==> src/rtl/mem_arbiter.sv <==
// Two-master round-robin arbiter for the picorv32 native memory protocol onto one shared slave.
// Optional slave watchdog enabled by defining MEM_ARB_TIMEOUT_EN (limit set by TIMEOUT).
module mem_arbiter #(
  parameter int unsigned TIMEOUT = 255
) (
  input  logic        clock,
  input  logic        resetn,
  input  logic        m0_valid,
  input  logic [31:0] m0_addr,
  input  logic [31:0] m0_wdata,
  input  logic [3:0]  m0_wstrb,
  output logic        m0_ready,
  output logic [31:0] m0_rdata,
  input  logic        m1_valid,
  input  logic [31:0] m1_addr,
  input  logic [31:0] m1_wdata,
  input  logic [3:0]  m1_wstrb,
  output logic        m1_ready,
  output logic [31:0] m1_rdata,
  output logic        s_valid,
  output logic [31:0] s_addr,
  output logic [31:0] s_wdata,
  output logic [3:0]  s_wstrb,
  input  logic        s_ready,
  input  logic [31:0] s_rdata,
  output logic [1:0]  grant,
  output logic        timeout_err
);

  typedef enum logic {
    IDLE = 1'b0,
    BUSY = 1'b1
  } state_t;

  if (TIMEOUT < 1 || TIMEOUT > 65535) begin : g_bad_timeout
    $error("mem_arbiter: TIMEOUT must be in 1..65535");
  end

  state_t r_state;
  state_t w_state_nxt;
  logic   r_owner;
  logic   r_last;
  logic   w_owner_nxt;
  logic   w_last_nxt;
  logic   w_own_valid;
  logic   w_done;
  logic   w_expire;

  assign w_own_valid = r_owner ? m1_valid : m0_valid;
  // Completion needs the owner still requesting; a dropped valid is an abort even if s_ready is high.
  assign w_done      = (r_state == BUSY) && w_own_valid && s_ready;

`ifdef MEM_ARB_TIMEOUT_EN
  logic [15:0] r_cnt;

  always_ff @(posedge clock or negedge resetn) begin
    if (!resetn) begin
      r_cnt <= '0;
    end else if (r_state == IDLE) begin
      r_cnt <= '0;
    end else if (!s_ready) begin
      r_cnt <= r_cnt + 16'd1;
    end
  end

  assign w_expire = (r_state == BUSY) && w_own_valid && !s_ready && (r_cnt == 16'(TIMEOUT));
`else
  assign w_expire = 1'b0;
`endif

  always_ff @(posedge clock or negedge resetn) begin
    if (!resetn) begin
      r_state <= IDLE;
      r_owner <= 1'b0;
      r_last  <= 1'b1;
    end else begin
      r_state <= w_state_nxt;
      r_owner <= w_owner_nxt;
      r_last  <= w_last_nxt;
    end
  end

  always_comb begin
    w_state_nxt = r_state;
    w_owner_nxt = r_owner;
    w_last_nxt  = r_last;
    s_valid     = 1'b0;
    s_addr      = '0;
    s_wdata     = '0;
    s_wstrb     = '0;
    m0_ready    = 1'b0;
    m1_ready    = 1'b0;
    m0_rdata    = s_rdata;
    m1_rdata    = s_rdata;
    grant       = '0;
    timeout_err = 1'b0;
    unique case (r_state)
      IDLE: begin
        if (m0_valid || m1_valid) begin
          w_state_nxt = BUSY;
          w_owner_nxt = (m0_valid && m1_valid) ? ~r_last : m1_valid;
        end
      end
      BUSY: begin
        grant   = r_owner ? 2'b10 : 2'b01;
        s_valid = w_own_valid && !w_expire;
        s_addr  = r_owner ? m1_addr  : m0_addr;
        s_wdata = r_owner ? m1_wdata : m0_wdata;
        s_wstrb = r_owner ? m1_wstrb : m0_wstrb;
        if (w_done || w_expire) begin
          m0_ready    = !r_owner;
          m1_ready    = r_owner;
          w_state_nxt = IDLE;
          w_last_nxt  = r_owner;
        end else if (!w_own_valid) begin
          w_state_nxt = IDLE;
        end
        if (w_expire) begin
          timeout_err = 1'b1;
          m0_rdata    = '0;
          m1_rdata    = '0;
        end
      end
      default: w_state_nxt = IDLE;
    endcase
  end

endmodule
==> config.mk <==
export PLATFORM = sky130hd
export DESIGN_NAME = mem_arbiter
export DESIGN_NICKNAME = d
export VERILOG_FILES = /design/src/rtl/mem_arbiter.sv
export SDC_FILE = /design/constraint.sdc
export NUM_CORES = 1
export LEC_CHECK = 0
export BUFFER_PORTS_ARGS = -buffer_cell sky130_fd_sc_hd__buf_2
export CAP_MARGIN = 20
export CORE_AREA = 10 10 114 116
export DETAILED_ROUTE_END_ITERATION = 7
export DIE_AREA = 0 0 124 126
export MAX_ROUTING_LAYER = met4
export PLACE_DENSITY = 0.67
export SLEW_MARGIN = 20
export SYNTH_ARGS = -nofsm -noshare
export SYNTH_HDL_FRONTEND = slang
export SYNTH_SLANG_ARGS = --single-unit
export TNS_END_PERCENT = 10
==> constraint.sdc <==
create_clock -name clock -period 1.3 [get_ports clock]
set_clock_uncertainty 0.15 [all_clocks]
set_input_delay 0.26 -clock clock [delete_from_list [all_inputs] [get_ports clock]]
set_output_delay 0.26 -clock clock [all_outputs]
set_load 0.005 [all_outputs]
==> Implementation_results.wiki <==
{| class="wikitable"
! Metric !! Value
|-
| Via-per-instance ratio || 3.97
|-
| Number of I/O pins || 311
|-
| Half-perimeter wire length of the detailed placement result || 8080 microns
|-
| Share of total power in the clock network || 0.079
|-
| Leak Pwr || 0.00161 uW
|-
| Overflow left after global routing || 0
|-
| Minimum clock period after layout || 1800 ps
|-
| Critical path launch point || r_owner$_DFFE_PN0P_
|-
| Endpoint type of the worst setup path || primary output
|-
| Number of antenna repair diodes || 0
|-
| Data arrival time of the critical path || 1390 ps
|-
| Worst path depth || 4
|-
| Number of failing setup endpoints in the final timing report || 74
|-
| P_int || 1850 uW
|-
| Worst Hold Class || primary input to register
|-
| Worst-Skew Late Latency || 220 ps
|-
| RSZ-0062 raised after global routing || yes
|-
| CP cell instances || buf_12, mux2i_2, nor2_1, buf_2
|-
| Clock Tree Buf Depth || 2
|-
| CP startpoint kind || register
|-
| Worst setup path category || register to primary output
|-
| Delay-heaviest family, CP || flip-flops
|-
| Synthesized instance count || 235
|-
| Number of pins exceeding their max-slew limit in the final report || 0
|-
| DRC || 0
|-
| CTS buffer count || 3
|-
| CTS tree || built
|-
| Flip-flop cell with the highest count after synthesis || dfrtp_1
|-
| Number of maximum-capacitance constraint violations || 0
|-
| Worst R2R End || r_state$_DFF_PN0_
|-
| Total global routing track utilization || 0.103
|-
| Slowest cell on the critical path || dfrtp_4
|-
| Clock-pin slew reported for the worst setup and hold paths after clock tree synthesis || 30 ps
|-
| Die Outline Area || 0.0156 sq mm
|-
| # Post-CTS Setup Buffers || 0
|-
| Worst Reg-to-Reg Cells || 4
|-
| Top layer reached by signal wires || met4
|-
| Synth Warn # || 0
|-
| Cell count after placement || 516
|-
| Synthesized Nets || 408
|-
| Number of synthesized flops with an enable pin || 0
|-
| Switching part of the total power || 0.457
|-
| Met2 WL post-DR || 4530 microns
|-
| Fmax || 0.556 GHz
|-
| Combinational share of power || 0.864
|-
| Nets || 555
|-
| Iteration count of the initial detailed-routing pass || 4
|-
| Largest net degree at the start of global routing || 41
|-
| FP Rows || 38
|-
| Sequential area share after synthesis || 0.0441
|-
| Final core utilization || 0.238
|-
| Last weighted congestion value of the routability-driven placer || 0.807
|-
| Critical path endpoint || s_addr[19]
|-
| Sequential share of power || 0.057
|-
| Deepest level of the CTS H-tree || 1
|-
| Final clock period utilization by the worst path || 1.38
|-
| Total clock sinks || 3
|-
| Critical path required time || 890 ps
|-
| Starting density of the core || 0.162
|-
| Height of the die || 126 microns
|-
| Post-synthesis average cell area || 7.36 sq um
|-
| Hold violation total from the final report || 0
|-
| Library cell used as clock root buffer || clkbuf_8
|-
| Share of synthesized flip-flops with an asynchronous set or reset || 1.00
|-
| First-pass GRT wire length || 12600 microns
|-
| DRT Wirelength || 9120 microns
|-
| Finished layout cell area || 0.00254 sq mm
|-
| Post-synth cell types || 20
|-
| FF-to-FF setup slack || -110 ps
|-
| Buffer and inverter count on the worst path || 2
|-
| Peak supply drop || 0.944 mV
|-
| Per-cell routed wire length || 17.5 microns
|-
| Proportion of layout cells with a drive suffix above 1 || 0.609
|-
| Violated checks || setup timing
|-
| Cell area after placement || 0.00246 sq mm
|-
| PortBufs || 213
|-
| Max stage delay on crit path || 450 ps
|-
| Outcome || finished with violations
|-
| Total of flip-flops plus latches after synthesis || 3
|-
| Antenna violations before repair || 0
|-
| Overall power after layout || 3410 uW
|-
| Via Count || 2066
|-
| Power per Cell Area || 1340 mW/mm^2
|-
| Power spent charging and discharging nets || 1560 uW
|-
| Met1 WL || 3020 microns
|-
| Worst path setup slack after routing || -498 ps
|-
| Post-synthesis cell area || 0.00173 sq mm
|-
| Worst R2R Start || r_owner$_DFFE_PN0P_
|-
| Die W || 124 microns
|-
| Post-route insts no fill || 521
|-
| DP Worst Slack || -368 ps
|-
| Via count of the first global-routing pass || 2239
|-
| Critical path fanouts, max || 28
|-
| Violation count after the first detailed-routing iteration || 40
|-
| Standard cell core area || 0.0107 sq mm
|-
| Synthesis-to-finish area growth || 47.0%
|-
| Antenna violation net count after detailed routing || 0
|-
| Met3 wire len || 1260 microns
|}
## per-layer routing
metal	track usage	vias to the layer above
li1	-	996
met1	0.0978	866
met2	0.189	168
met3	0.0349	36
met4	0.0373	0
met5	-	-
## cell usage after synthesis (2+ instances only)
master    number  area share
buf_8          6       0.052
dfrtp_1        2       0.029
buf_2          2      0.0058
clkbuf_1       6       0.013
buf_4         65        0.28
nor2_1        72        0.16
mux2i_1       69        0.40
## worst min path at each step
stage	startpoint	endpoint	slack (ps)	depth (start not counted)
floorplan	resetn	r_owner$_DFFE_PN0P_	-190	0
global placement	resetn	r_state$_DFF_PN0_	-80	1
detailed placement	resetn	r_state$_DFF_PN0_	-80	1
CTS	s_ready	r_state$_DFF_PN0_	130	2
global route	s_ready	r_state$_DFF_PN0_	140	2
finish	s_ready	r_state$_DFF_PN0_	140	2
## kinds of logic after synthesis
kind of cell    after synthesis  share of synthesized area
buf+inv                      81                      0.362
simple gates                 78                      0.179
mux                          69                      0.399
compound gates                3                     0.0130
flops                         3                     0.0441
other cells                   1                    0.00217
## through the flow
step | TNS, ps | hold slack [ps]
final | -29340 | 141
after floorplan | -1350 | -186
after CTS | -30870 | 126
after detailed placement | -13730 | -82.2
after global placement | -12600 | -80.7
after global routing | -34450 | 142
## area by class of cell
type | count | area, sq um
clock buffers | 4 | 45.0
fillers | 1203 | 8160
inverters | 1 | 3.75
multi-input cells | 151 | 1050
flip-flops and latches | 3 | 80.1
well taps | 140 | 175
repair buffers | 222 | 1190
## repair_timing
item,4_1_cts,5_1_grt
pin swaps,1,4
hold buffers,1,0
gates resized for setup,4,2
hold endpoints to repair,3,0
setup endpoints to repair,75,75
## registers in the layout (all words and copies together) (netlist names)
name	flops
r_last	1
r_owner	1
r_state	1
## power by group through the flow
stage                     clock, uW  sequential [uW]  combinational [uW]
after CTS                       278              196                3010
after global placement            0              190                2960
after detailed placement          0              193                2970
final                           270              194                2950
after global routing            288              201                3240
after floorplan                   0              163                2040
## layout by cell type (no fill, tap or decap), types with 3 or more instances in the layout
cell type,Yosys,routed
buf_2,2,213
nor2_1,72,72
mux2i_1,69,65
mux2i_2,0,4
buf_12,0,4
clkbuf_8,0,3
buf_4,65,3
(Power assumes the default switching activity.)
